===== src/rtl/mem_arbiter_pkg.sv =====
// Shared types and defaults for the fetch/data memory arbiter.
// Holds the FSM encoding, bus width and the default starvation/timeout limits.
package mem_arbiter_pkg;

    localparam int XLEN           = 32;
    localparam int STARVE_MAX_DEF = 4;
    localparam int TIMEOUT_DEF    = 255;

    typedef enum logic [1:0] {
        IDLE   = 2'd0,
        I_BUSY = 2'd1,
        D_BUSY = 2'd2
    } arb_state_t;

endpackage


===== src/rtl/mem_arbiter_sel.sv =====
// Grant decision between fetch and data ports: data first unless fetch is starved.
// Latency: purely combinational.
// Backpressure: none; the caller only samples the grant while idle.
module mem_arbiter_sel #(
    parameter int STARVE_MAX = 4,
    parameter int SW         = 3
) (
    input  logic          i_req,
    input  logic          d_req,
    input  logic [SW-1:0] starve_cnt,
    output logic          grant_i,
    output logic          grant_d
);

    logic starved;

    assign starved = i_req && (starve_cnt == SW'(STARVE_MAX));
    assign grant_d = d_req && !starved;
    assign grant_i = i_req && !grant_d;

endmodule


===== src/rtl/mem_arbiter.sv =====
// Shares one req/ack memory bus between the instruction-fetch and data ports.
// Latency: grant -> bus_req next cycle -> valid pulse the cycle after bus_ack.
// Backpressure: one transaction at a time; request inputs are ignored while busy.
module mem_arbiter
    import mem_arbiter_pkg::*;
#(
    parameter int STARVE_MAX = STARVE_MAX_DEF,
    parameter int TIMEOUT    = TIMEOUT_DEF
) (
    input  logic            clk,
    input  logic            rst_n,
    input  logic            i_req,
    input  logic [XLEN-1:0] im_addr,
    output logic            im_valid,
    output logic [XLEN-1:0] im_data,
    input  logic            d_req,
    input  logic [XLEN-1:0] mem_addr,
    input  logic            mem_write,
    input  logic [XLEN-1:0] mem_write_data,
    output logic            mem_valid,
    output logic [XLEN-1:0] mem_read_data,
    output logic            bus_req,
    output logic [XLEN-1:0] bus_addr,
    output logic            bus_we,
    output logic [XLEN-1:0] bus_wdata,
    input  logic            bus_ack,
    input  logic [XLEN-1:0] bus_rdata,
    output logic            bus_err
);

    localparam int SW = (STARVE_MAX < 1) ? 1 : $clog2(STARVE_MAX + 1);
    localparam int TW = (TIMEOUT < 2) ? 1 : $clog2(TIMEOUT + 1);
    localparam logic [SW-1:0] STARVE_TOP = SW'(STARVE_MAX);
    localparam logic [TW-1:0] TO_LAST    = TW'(TIMEOUT - 1);

    arb_state_t      state, state_nxt;
    logic [SW-1:0]   starve_cnt;
    logic [TW-1:0]   to_cnt;
    logic [XLEN-1:0] i_tag;
    logic            grant_i, grant_d;
    logic            ack_ok, abort;

    mem_arbiter_sel #(
        .STARVE_MAX (STARVE_MAX),
        .SW         (SW)
    ) u_sel (
        .i_req      (i_req),
        .d_req      (d_req),
        .starve_cnt (starve_cnt),
        .grant_i    (grant_i),
        .grant_d    (grant_d)
    );

    always_ff @(posedge clk or negedge rst_n) begin
        if (!rst_n) begin
            state <= IDLE;
        end else begin
            state <= state_nxt;
        end
    end

    // An ack in the expiry cycle is checked first so it wins over the abort.
    always_comb begin
        state_nxt = state;
        ack_ok    = 1'b0;
        abort     = 1'b0;
        case (state)
            IDLE: begin
                if (grant_d) begin
                    state_nxt = D_BUSY;
                end else if (grant_i) begin
                    state_nxt = I_BUSY;
                end
            end
            I_BUSY, D_BUSY: begin
                if (bus_ack) begin
                    ack_ok    = 1'b1;
                    state_nxt = IDLE;
                end else if (to_cnt == TO_LAST) begin
                    abort     = 1'b1;
                    state_nxt = IDLE;
                end
            end
            default: state_nxt = IDLE;
        endcase
    end

    assign bus_req = (state != IDLE);

    always_ff @(posedge clk or negedge rst_n) begin
        if (!rst_n) begin
            im_valid      <= 1'b0;
            im_data       <= '0;
            mem_valid     <= 1'b0;
            mem_read_data <= '0;
            bus_addr      <= '0;
            bus_we        <= 1'b0;
            bus_wdata     <= '0;
            bus_err       <= 1'b0;
            i_tag         <= '0;
            starve_cnt    <= '0;
            to_cnt        <= '0;
        end else begin
            im_valid  <= 1'b0;
            mem_valid <= 1'b0;
            bus_err   <= abort;
            if (state == IDLE) begin
                if (grant_d) begin
                    bus_addr  <= mem_addr;
                    bus_we    <= mem_write;
                    bus_wdata <= mem_write_data;
                    to_cnt    <= '0;
                    if (!i_req) begin
                        starve_cnt <= '0;
                    end else if (starve_cnt != STARVE_TOP) begin
                        starve_cnt <= starve_cnt + 1'b1;
                    end
                end else if (grant_i) begin
                    bus_addr   <= im_addr;
                    bus_we     <= 1'b0;
                    bus_wdata  <= '0;
                    i_tag      <= im_addr;
                    to_cnt     <= '0;
                    starve_cnt <= '0;
                end
            end else if (ack_ok) begin
                if (state == D_BUSY) begin
                    mem_valid     <= 1'b1;
                    mem_read_data <= bus_we ? '0 : bus_rdata;
                end else if (i_req && (im_addr == i_tag)) begin
                    // A redirected fetch is dropped without a pulse.
                    im_valid <= 1'b1;
                    im_data  <= bus_rdata;
                end
            end else if (!abort) begin
                to_cnt <= to_cnt + 1'b1;
            end
        end
    end

endmodule


===== config.mk =====
export PLATFORM = sky130hd
export DESIGN_NAME = mem_arbiter
export DESIGN_NICKNAME = d
export VERILOG_FILES = /design/src/rtl/mem_arbiter_pkg.sv /design/src/rtl/mem_arbiter_sel.sv /design/src/rtl/mem_arbiter.sv
export SDC_FILE = /design/constraint.sdc
export NUM_CORES = 1
export LEC_CHECK = 0
export BUFFER_PORTS_ARGS = -buffer_cell sky130_fd_sc_hd__clkbuf_2
export CORE_MARGIN = 3
export CORE_UTILIZATION = 40
export DETAILED_ROUTE_END_ITERATION = 7
export GPL_ROUTABILITY_DRIVEN = 0
export GPL_TIMING_DRIVEN = 0
export PLACE_DENSITY = 0.65
export RECOVER_POWER = 50
export SYNTH_ARGS = -nofsm -noshare
export SYNTH_HDL_FRONTEND = slang
export SYNTH_SLANG_ARGS = --single-unit

===== constraint.sdc =====
create_clock -name clk -period 6.1 [get_ports clk]
set_clock_uncertainty 0.2 [all_clocks]
set_input_delay 1.22 -clock clk [delete_from_list [all_inputs] [get_ports clk]]
set_output_delay 1.22 -clock clk [all_outputs]
set_load 0.02 [all_outputs]

; After elaboration in Yosys (flattened, before gate mapping)
; Index checks and enable logic that the tools add are counted.
; W data, S select, Z words.
[classes]
n_addsub = 2
eq_ne = 11
n_mux = 33
bitwise = 3
n_reduce_logical = 17
[op_table]
columns = cell, n
row1 = $mux W32, 5
row2 = $mux W8, 5
row3 = $eq A32 B32 Y1, 1
row4 = $mux W1, 14
row5 = $mux W3, 4
row6 = $reduce_and A3 Y1, 4
row7 = $ne A3 B3 Y1 const B, 3
row8 = $add A8 B1 Y8 const B, 1
row9 = $eq A8 B8 Y1 const B, 1
row10 = $mux W2, 4
row11 = $logic_and A1 B1 Y1, 4
row12 = $ne A2 B1 Y1 const B, 2
row13 = $pmux W2 S2, 1
row14 = $reduce_and A2 Y1, 2
row15 = $reduce_and A4 Y1, 1
row16 = $reduce_bool A2 Y1, 2
row17 = $add A3 B1 Y3 const B, 1
row18 = $eq A3 B3 Y1 const B, 1
row19 = $ne A3 B2 Y1 const B, 1
row20 = $not A1 Y1, 3
row21 = $eq A2 B1 Y1 const B, 1
row22 = $eq A2 B2 Y1 const B, 1
row23 = $logic_not A1 Y1, 2
row24 = $logic_not A2 Y1, 1
row25 = $reduce_or A2 Y1, 1
[word_totals]
regBits = 177
input_bits = 134
output_inout_bits = 133

; Logic depth before layout (Yosys ltp)
[logic_depth]
ltp_word = 9
mapped_depth = 9
ltp_nobuf = 7

; Hierarchy
; Synthesis repeated with hierarchy kept, for this count alone.
[unflattened]
hier_cells = 627
hier_area_um2 = 7571.0
[by_module_without_submodules]
columns = mod, instances, cells_each, area_per_inst_um2, seq_area_each_um2
row1 = mem_arbiter, 1, 623, 7538.5, 4429.2
row2 = mem_arbiter_sel, 1, 4, 32.5, 0.0

; Worst setup path before layout
; Ideal clock, no wire load.
[synth_timing]
kind = input -> register
start = input port im_addr[24]
end = register im_data[0]
setup_ps = 125
t_arrival_ps = 2747
required_ps = 5775
setup_slack_ps = 3028
path_stages = 6
n_path_buf = 1
path_cell_list = xor2_1 > nor4_1 > nand4b_1 > nor4_4 > buf_6 > mux2_2
[synth_via]
elab_chain_len = 3
[synth_lines]
columns = element, line_no
row1 = from (decl), mem_arbiter.sv:13  ; input logic [XLEN-1:0] im_addr,
row2 = $eq A32 B32 Y1, mem_arbiter.sv:130  ; end else if (i_req && (im_addr == i_tag)) begin
row3 = $logic_and A1 B1 Y1, mem_arbiter.sv:130
row4 = $reduce_and A4 Y1 (no source line), -
row5 = to (signal assigned), mem_arbiter.sv:133  ; im_data <= bus_rdata;
row6 = to (decl), mem_arbiter.sv:15  ; output logic [XLEN-1:0] im_data,
; Every way passes these cells.
; A chain may end at the register's enable or synchronous reset.

==> results.ini <==
[sta]
timing.setup.tns_ns=0
setup_slack_ns=2.38
whs_ns=0.278
report.final.slew_viol_count=90
worst_pin_slew_ns=2.26
setup_viol_count_final=0
rsz0062_at_grt=false
period_share=0.610
hold_viol_final=0
slew_headroom=-0.507
max_freq_ghz=0.269
period_minus_slack_ns=3.72

[synth]
synthArstFlopShare=1.00
ys.warnings.count=0
ys.flop_type=dfrtp_1
synth_compound_area_frac=0.0790
yosys.area_share.adder=0.00982
ys_types=36
synth_nets=832
ys_seq_area_frac=0.579
syn_area_um2=7650
synth_edf_count=0
synth-seq-cells=177
syn_area_per_cell_um2=11.1
yosys.area_share.xor_xnor=0.0389
synthMuxAreaShare=0.141
synthSimpleGateAreaFrac=0.125
synth_cells=692
synth_top_family_by_area=multiplexers

[setup_path]
crit_buf_inv=2
crit_slowest_cell=clkbuf_2
crit_end=i_tag[6]$_DFFE_PN0P_
worst-setup-path-type=input pin to asynchronous set/reset pin
reg2reg_depth=8
path_cells=clkbuf_8 > clkbuf_2
crit_fanout=89
required_ns=5.97
max_stage_delay_ns=1.64
endpoint_kind=asynchronous set/reset pin
cp.arrival_ns=3.59
start_kind=input pin
worstSetupStartpoint=rst_n
rrSetupSlack_ns=3.37
r2r_start=state[0]$_DFFE_PN0P_
crit_family=buffers and inverters
rr_endpoint=im_data[7]$_DFFE_PN0P_
crit_cells=2

[final_layout]
diodes=0
fin_nets=1118
fin_util=0.534
drive_gt1_frac=0.310
layoutNonFillerInstCount=1220
synthToLayoutAreaGrowth_pct=28.5
final_cell_area_um2=9830

[detailed_routing]
drt_first_pass_iters=4
wl_per_cell_um=17.2
ant_nets=0
drc_errors=0
routed_via_density=4.92
first_iter_violations=155
wirelength_mm=20.9
vias=6000

[worst_hold_path]
min-delay-start=bus_wdata[11]$_DFFE_PN0P_
hold_path_class=register to register

[cts]
cts_sinks=177
h-tree-depth=4
ctsLongestPathBuffers=2
holdBufCountCts=0
ctsRootBufferMaster=clkbuf_16
cts_buffers=17
cts_resized=0
cts_tree=done
path_clk_slew_ns=0.07
clock_latency_ns=0.42
post-cts-setup-buffer-count=0

[grt]
grt.total_usage=0.203
grt_pass1_wl_mm=32.9
grt_antenna_before_repair=0
grt_pass1_vias=6142
grt_max_degree=90
overflow=0

[floorplan]
chipHeight_um=144
rows=49
dieArea_um2=20800
die_w_um=144
initial_core_util=0.416
coreArea_um2=18400
io_pins=267

[placed_design]
dp_slack_ns=2.27
placed_cells=1188
place_area_um2=9300
portBuffers=266
dpl.hpwl_mm=15.8

[job]
max_cap_viol_count=1

[power]
power_mw=4.64
switching_power_mw=1.83
power_density_nw_per_um2=472
leakagePower_nw=4.92
clkPwrFrac=0.250
p_int_mw=2.82
p_comb_frac=0.357
peakVddDrop_mv=0.199
sw_frac_of_total=0.393
p_seq_frac=0.393

[status]
violations=max-capacitance violations, max-slew violations
status=complete, but fails checks

## power groups by stage
stage               clock network [mW]  logic [mW]  registers, mW
floorplan                            0       0.723           2.16
global placement                     0        1.68           1.83
detailed placement                   0        1.71           1.85
CTS                               1.19        1.72           1.83
global route                      1.24        1.85           1.88
finish                            1.16        1.66           1.83
## worst min-delay path by stage
stage | end | slack, ns | cells after the start
after global routing | bus_wdata[5]$_DFFE_PN0P_ | 0.30 | 2
after CTS | mem_read_data[6]$_DFFE_PN0P_ | 0.28 | 2
final | bus_wdata[11]$_DFFE_PN0P_ | 0.28 | 2
after global placement | mem_read_data[31]$_DFFE_PN0P_ | 0.26 | 2
after detailed placement | mem_read_data[6]$_DFFE_PN0P_ | 0.27 | 2
after floorplan | to_cnt[4]$_DFFE_PN0P_ | 0.26 | 1
## cells by family (layout without fill, tap and decap cells)
kind of cell,Yosys count,in the layout
AOI/OAI and AO/OA,115,115
xor gates and xnor gates,34,34
adders and majority gates,6,6
buffers and inverters,48,347
DFF,177,177
muxes,100,100
and+or+nand+nor,212,212
## layout make-up
type | count | area [um2]
timing repair buffer | 267 | 1270
fill | 1731 | 8560
multi-input combinational | 467 | 3010
clock inverter | 15 | 198
buffer | 38 | 166
inverter | 10 | 37.5
clock buffer | 17 | 425
tap | 229 | 287
sequential | 177 | 4430
## sequential cells by signal (all words and copies together), names as in the netlist
name           flops
bus_addr          32
bus_wdata         32
i_tag             32
im_data           32
mem_read_data     32
to_cnt             8
starve_cnt         3
state              2
bus_err            1
bus_we             1
im_valid           1
mem_valid          1
## layout by cell type, fill, tap and decap left out, types with 10 or more instances in the layout
cell type  instances
clkbuf_2         207
dfrtp_1          177
nand2_1          148
o21ai_0          102
clkbuf_1          91
mux2_2            62
mux2i_1           36
nand2b_1          33
xor2_1            33
clkbuf_16         17
inv_1             10
## cell usage after synthesis, drive strengths merged (6+ instances only)
cell type  count  area, um2
inv           10       37.5
o21ai        102        510
nor2           7       26.3
nand2b        33        206
buf            7       51.3
clkbuf        31        116
nand2        148        556
nor4           8       65.1
dfrtp        177       4430
mux2          64        721
mux2i         36        360
ha             6       75.1
xor2          33        289
## per-layer routing
metal | part of all wire | GRT usage
met5 | 0 | 0
met4 | 0.0088 | 0.0471
met3 | 0.071 | 0.0532
met2 | 0.48 | 0.346
met1 | 0.44 | 0.260
No activity file was read; power rests on OpenSTA's default activity.
